$ cat config.mk
export PLATFORM = sky130hd
export DESIGN_NAME = hit_collector
export DESIGN_NICKNAME = d
export VERILOG_FILES = /design/src/rtl/hit_collector.sv
export SDC_FILE = /design/constraint.sdc
export NUM_CORES = 1
export LEC_CHECK = 0
export ABC_AREA = 1
export BUFFER_PORTS_ARGS = -buffer_cell sky130_fd_sc_hd__buf_4
export CAP_MARGIN = 10
export CORE_UTILIZATION = 59
export CTS_CLUSTER_SIZE = 25
export DETAILED_ROUTE_END_ITERATION = 12
export MAX_ROUTING_LAYER = met4
export PLACE_DENSITY = 0.77
export REMOVE_ABC_BUFFERS = 1
export SLEW_MARGIN = 20
export SYNTH_ARGS = -nofsm -noshare
export SYNTH_HDL_FRONTEND = slang
export SYNTH_SLANG_ARGS = --single-unit
$ cat constraint.sdc
create_clock -name clk -period 2.75 [get_ports clk]
set_input_delay 0.1375 -clock clk [delete_from_list [all_inputs] [get_ports clk]]
set_output_delay 0.1375 -clock clk [all_outputs]
set_load 0.02 [all_outputs]
$ cat src/rtl/hit_collector.sv
// hit_collector: mole-button front end.
// Synchronizes and debounces the active-low buttons, turns debounced presses
// on lit moles into one-cycle hit pulses, and accumulates hits into a
// saturating pending increment. The register-file write port takes that
// increment in any cycle the processor is not using the port.
// Optional build macro HIT_COLLECTOR_MISS_COUNT_EN adds a saturating count of
// presses made while the LED was off. Without the macro, miss_count is tied to 0.
module hit_collector #(
  parameter int N_MOLE          = 4,
  parameter int DEBOUNCE_CYCLES = 250000,
  parameter int CNT_W           = 18,
  parameter int PEND_W          = 8,
  parameter int SCORE_W         = 32
) (
  input  logic                clk,
  input  logic                reset,
  input  logic [N_MOLE-1:0]   btn_n,
  input  logic [N_MOLE-1:0]   led_on,
  input  logic                port_busy,
  output logic [N_MOLE-1:0]   btn_level,
  output logic [N_MOLE-1:0]   hit_pulse,
  output logic                add_valid,
  output logic [SCORE_W-1:0]  add_amount,
  output logic [15:0]         miss_count
);

  localparam logic [CNT_W-1:0] CNT_LAST = CNT_W'(DEBOUNCE_CYCLES - 1);
  localparam logic [PEND_W:0]  PEND_MAX = {1'b0, {PEND_W{1'b1}}};

  logic [N_MOLE-1:0] sync1, sync2;
  logic [N_MOLE-1:0] stable, stable_d;
  logic [N_MOLE-1:0] press;
  logic [CNT_W-1:0]  cnt [N_MOLE];
  logic [PEND_W-1:0] pending;
  logic [PEND_W:0]   hit_cnt;
  logic [PEND_W:0]   pend_sum;
  logic              accept;

  function automatic logic [PEND_W:0] popcount(input logic [N_MOLE-1:0] v);
    logic [PEND_W:0] c;
    c = '0;
    for (int i = 0; i < N_MOLE; i++) c = c + (PEND_W+1)'(v[i]);
    return c;
  endfunction

  // Two-flop synchronizer; released (1) out of reset.
  always_ff @(posedge clk) begin
    if (reset) begin
      sync1 <= '1;
      sync2 <= '1;
    end else begin
      sync1 <= btn_n;
      sync2 <= sync1;
    end
  end

  // Debounce: accept a level only after DEBOUNCE_CYCLES consecutive differing samples.
  always_ff @(posedge clk) begin
    if (reset) begin
      stable <= '1;
      for (int i = 0; i < N_MOLE; i++) cnt[i] <= '0;
    end else begin
      for (int i = 0; i < N_MOLE; i++) begin
        if (sync2[i] == stable[i]) begin
          cnt[i] <= '0;
        end else if (cnt[i] == CNT_LAST) begin
          stable[i] <= sync2[i];
          cnt[i]    <= '0;
        end else begin
          cnt[i] <= cnt[i] + CNT_W'(1);
        end
      end
    end
  end

  // Delayed copy of the debounced level for falling-edge (press) detection.
  always_ff @(posedge clk) begin
    if (reset) stable_d <= '1;
    else       stable_d <= stable;
  end

  assign press     = stable_d & ~stable;
  assign btn_level = stable;

  // A press only counts as a hit while that mole is lit.
  always_ff @(posedge clk) begin
    if (reset) hit_pulse <= '0;
    else       hit_pulse <= press & led_on;
  end

  // Pending-increment arithmetic; hits landing in an accept cycle restart the total.
  always_comb begin
    hit_cnt  = popcount(hit_pulse);
    pend_sum = {1'b0, pending} + hit_cnt;
    accept   = add_valid && !port_busy;
  end

  // Saturating accumulator of hits awaiting the write port.
  always_ff @(posedge clk) begin
    if (reset)                 pending <= '0;
    else if (accept)           pending <= hit_cnt[PEND_W-1:0];
    else if (pend_sum > PEND_MAX) pending <= PEND_MAX[PEND_W-1:0];
    else                       pending <= pend_sum[PEND_W-1:0];
  end

  assign add_valid  = (pending != '0);
  assign add_amount = SCORE_W'(pending);

`ifdef HIT_COLLECTOR_MISS_COUNT_EN
  logic [15:0] miss_q;
  logic [16:0] miss_sum;

  assign miss_sum = {1'b0, miss_q} + 17'(popcount(press & ~led_on));

  // Saturating count of presses on unlit moles.
  always_ff @(posedge clk) begin
    if (reset)            miss_q <= '0;
    else if (miss_sum[16]) miss_q <= 16'hFFFF;
    else                  miss_q <= miss_sum[15:0];
  end

  assign miss_count = miss_q;
`else
  assign miss_count = '0;
`endif

endmodule

==> impl_metrics.csv <==
group,metric,value,unit
outcome,outcome,"finished clean",
cts,cts_buffer_depth,2,
synthesis,ys_seq_elements,100,
placed_design,dpl.hpwl,7.96,mm
synthesis,synth_warnings,0,
finish,drive_gt1_share,10.7,%
detailed_routing,drc,0,
setup_path,regToRegSetupSlack,0.18,ns
setup_path,arrival,2.83,ns
power,peakVddDrop,0.305,mV
placed_design,dp_slack,-0.00822,ns
finish,final_area,6510,µm²
die,ios,68,
finish,area_growth,10.6,%
min_path,worstHoldPathType,"primary input to register",
global_route,grt.overflow.total,0,
placed_design,place_inst,953,
detailed_routing,firstDrtPassIters,5,
setup_path,path_class,"register to register",
timing,fin_crit_sh,93.6,%
synthesis,syn_inst,731,
placed_design,gp_congestion,0.888,
setup_path,path_common_cell,"nand2_1",
global_route,grt_start_max_net_pins,19,
detailed_routing,routed_wl,10.4,mm
die,die_width,102,µm
synthesis,synth_flop_cell,"edfxtp_1",
synthesis,synth_cell_type_count,31,
setup_path,critPathLaunchType,"register",
synthesis,async_reset_ff_share,0,%
finish,layout.cells.non_filler,973,
synthesis,yosysSeqAreaShare,46.2,%
cts,cts_made_buffers,9,
setup_path,cp_top_family,"adder cells",
synthesis,synthMuxAreaShare,0,%
die,core_area,9730,µm²
synthesis,synth_compound_area_share,5.14,%
synthesis,synth_top_family_by_area,"simple AND/OR/NAND/NOR gates",
detailed_routing,initialDrtViolationCount,183,
detailed_routing,ant_nets,0,
timing,fin_ws,0.176,ns
die,die_y,102,µm
detailed_routing,vias_per_cell,4.67,
timing,hold_viol_final,0,
cts,path_clk_slew,0.09,ns
cts,cts_tree,"done",
finish,antenna_cells,0,
cts,post_cts_buffers,0,
die,fp-row-count,36,
min_path,hold_start,"led_on[3]",
run,maxCapViolCount,0,
power,power,2.96,mW
setup_path,ff2ff_path_depth,13,
setup_path,slowest_delay,0.53,ns
synthesis,synth_fa_ha_area_share,2.59,%
timing,max_freq,0.389,GHz
setup_path,cp_max_fo,7,
die,dieArea,10400,µm²
synthesis,synth-simple-area-share,30.0,%
timing,setup_violations,0,
min_path,hold_end,"hit_pulse[3]$_SDFF_PP0_",
timing,period_needed,2.57,ns
timing,final_max_slew_viol_count,0,
min_path,min_path_cells,3,
global_route,grt_pass1_wl,17.9,mm
synthesis,syn_area_per_cell,8.05,µm²
setup_path,worstPathRequired,3.01,ns
setup_path,end_kind,"register",
power,pwr_density_cell,455,nW/µm²
cts,cts_num_sinks,100,
setup_path,path_cells,"inv_1 > fa_1 > inv_1 > ha_1 > ha_1 > fa_2 > nand2_1 > nand2_1 > nand2_2 > or2_4 > nand2_1 > nor2_1 > nor2_1",
cts,worstSkewPairLatency,0.37,ns
setup_path,critPathSlowestCell,"fa_1",
detailed_routing,wl_per_cell,10.7,µm
detailed_routing,route.vias.total,4548,
finish,utilization,66.9,%
timing,fin_setup_tns,0,ns
placed_design,portBuffers,27,
global_route,grt_antenna_before_repair,0,
setup_path,cp.depth,13,
synthesis,netlist_area,5890,µm²
synthesis,synth_edf_count,72,
timing,grt_setup_unrepaired,"false",
setup_path,r2r_end,"pending[2]$_SDFF_PP0_",
synthesis,synth-xor-area-share,4.17,%
global_route,grtUsageTotal,22.8,%
cts,h-tree-depth,3,
die,initial_utilization,60.5,%
finish,nets,857,
setup_path,reg2reg_from,"hit_pulse[0]$_SDFF_PP0_",
setup_path,path_buf_inv,2,
timing,holdWs,0.0166,ns
cts,cts_root_buffer,"clkbuf_8",
placed_design,dpl_cell_area,6290,µm²
global_route,grt_pass1_vias,4180,
timing,skew,0.0149,ns
power,power.leakage,2.78,nW
synthesized netlist by cell type (3+ instances only):
cell type,number,share of area (%)
a21oi_1,35,3.0
a21oi_2,4,0.60
buf_4,42,5.4
buf_6,4,0.77
dfxtp_1,28,9.5
edfxtp_1,72,37
ha_1,9,1.9
inv_1,80,5.1
inv_2,3,0.19
nand2_1,161,10
nand2_2,8,0.85
nand3_1,48,4.1
nand3_2,3,0.51
nand3b_1,3,0.38
nand4_1,18,1.9
nor2_1,125,8.0
nor2_2,11,1.2
nor3_1,3,0.25
o21ai_0,17,1.4
or2_0,3,0.32
or2_2,15,1.6
xnor2_1,8,1.2
xor2_1,20,3.0
how the worst max path moves through the flow:
stage,slack [ns],to,startpoint
global route,0.006,pending[1]$_SDFF_PP0_,hit_pulse[0]$_SDFF_PP0_
finish,0.18,pending[2]$_SDFF_PP0_,hit_pulse[0]$_SDFF_PP0_
CTS,0.11,pending[2]$_SDFF_PP0_,hit_pulse[0]$_SDFF_PP0_
detailed placement,-0.008,pending[2]$_SDFF_PP0_,hit_pulse[0]$_SDFF_PP0_
floorplan,0.07,pending[2]$_SDFF_PP0_,hit_pulse[0]$_SDFF_PP0_
global placement,0.1,pending[0]$_SDFF_PP0_,hit_pulse[0]$_SDFF_PP0_
routing by layer:
| metal | wire, µm | vias up | global-route usage (%) |
|---|---|---|---|
| met4 | 136 | 0 | 7.69 |
| met2 | 4840 | 101 | 36.7 |
| met5 | 0 | - | - |
| met1 | 5020 | 2022 | 29.4 |
| met3 | 433 | 15 | 3.76 |
| li1 | - | 2410 | - |
worst reg2reg max path, cell delays in order, from the launching register on:
cell	delay, ns
dfxtp_1	0.34
inv_1	0.06
fa_1	0.53
inv_1	0.04
ha_1	0.17
ha_1	0.33
fa_2	0.42
nand2_1	0.07
nand2_1	0.07
nand2_2	0.08
or2_4	0.17
nand2_1	0.06
nor2_1	0.09
nor2_1	0.05
kinds of logic (layout without fill, tap and decap cells):
| logic type | count (synthesis) | after routing |
|---|---|---|
| and+or+nand+nor | 402 | 402 |
| buffers and inverters | 131 | 130 |
| DFF | 100 | 100 |
| AOI/OAI and AO/OA | 57 | 57 |
| xor gates and xnor gates | 28 | 28 |
| adders and majority gates | 11 | 11 |
| other | 2 | 112 |
layout make-up:
class,count,area (µm²)
multi-input cells,610,2890
repair buffers,31,243
clock inverters,4,23.8
flip-flops and latches,100,2720
inverters,83,312
well taps,133,166
clock buffers,12,155
fillers,845,3220
power by group:
group	internal, mW	switching, mW	total, mW
registers	1.68	0.0678	1.74
clock network	0.378	0.502	0.879
logic	0.110	0.229	0.340
total	2.16	0.799	2.96
cell usage in the layout (no fill, tap or decap), types with 9 or more instances in the layout:
master and count:
nand2_1 161, nor2_1 125, conb_1 112, inv_1 80
edfxtp_1 72, nand3_1 48, a21oi_1 35, dfxtp_1 28
buf_4 27, xor2_1 20, nand4_1 18, o21ai_0 17
or2_2 15, nor2_2 11, clkbuf_8 11, ha_1 9
registers in the layout, summed over array words and instances (netlist names):
signal,cells
cnt,72
pending,8
sync2,4
hit_pulse,4
btn_level,4
stable_d,4
sync1,4
what timing repair did:
action | in CTS | in global routing
endpoints found under the setup margin | 2 | 5
endpoints found under the hold margin | 4 | 0
hold buffers | 4 | 0
gates resized for setup | 1 | 1
No activity file was read; power rests on OpenSTA's default activity.
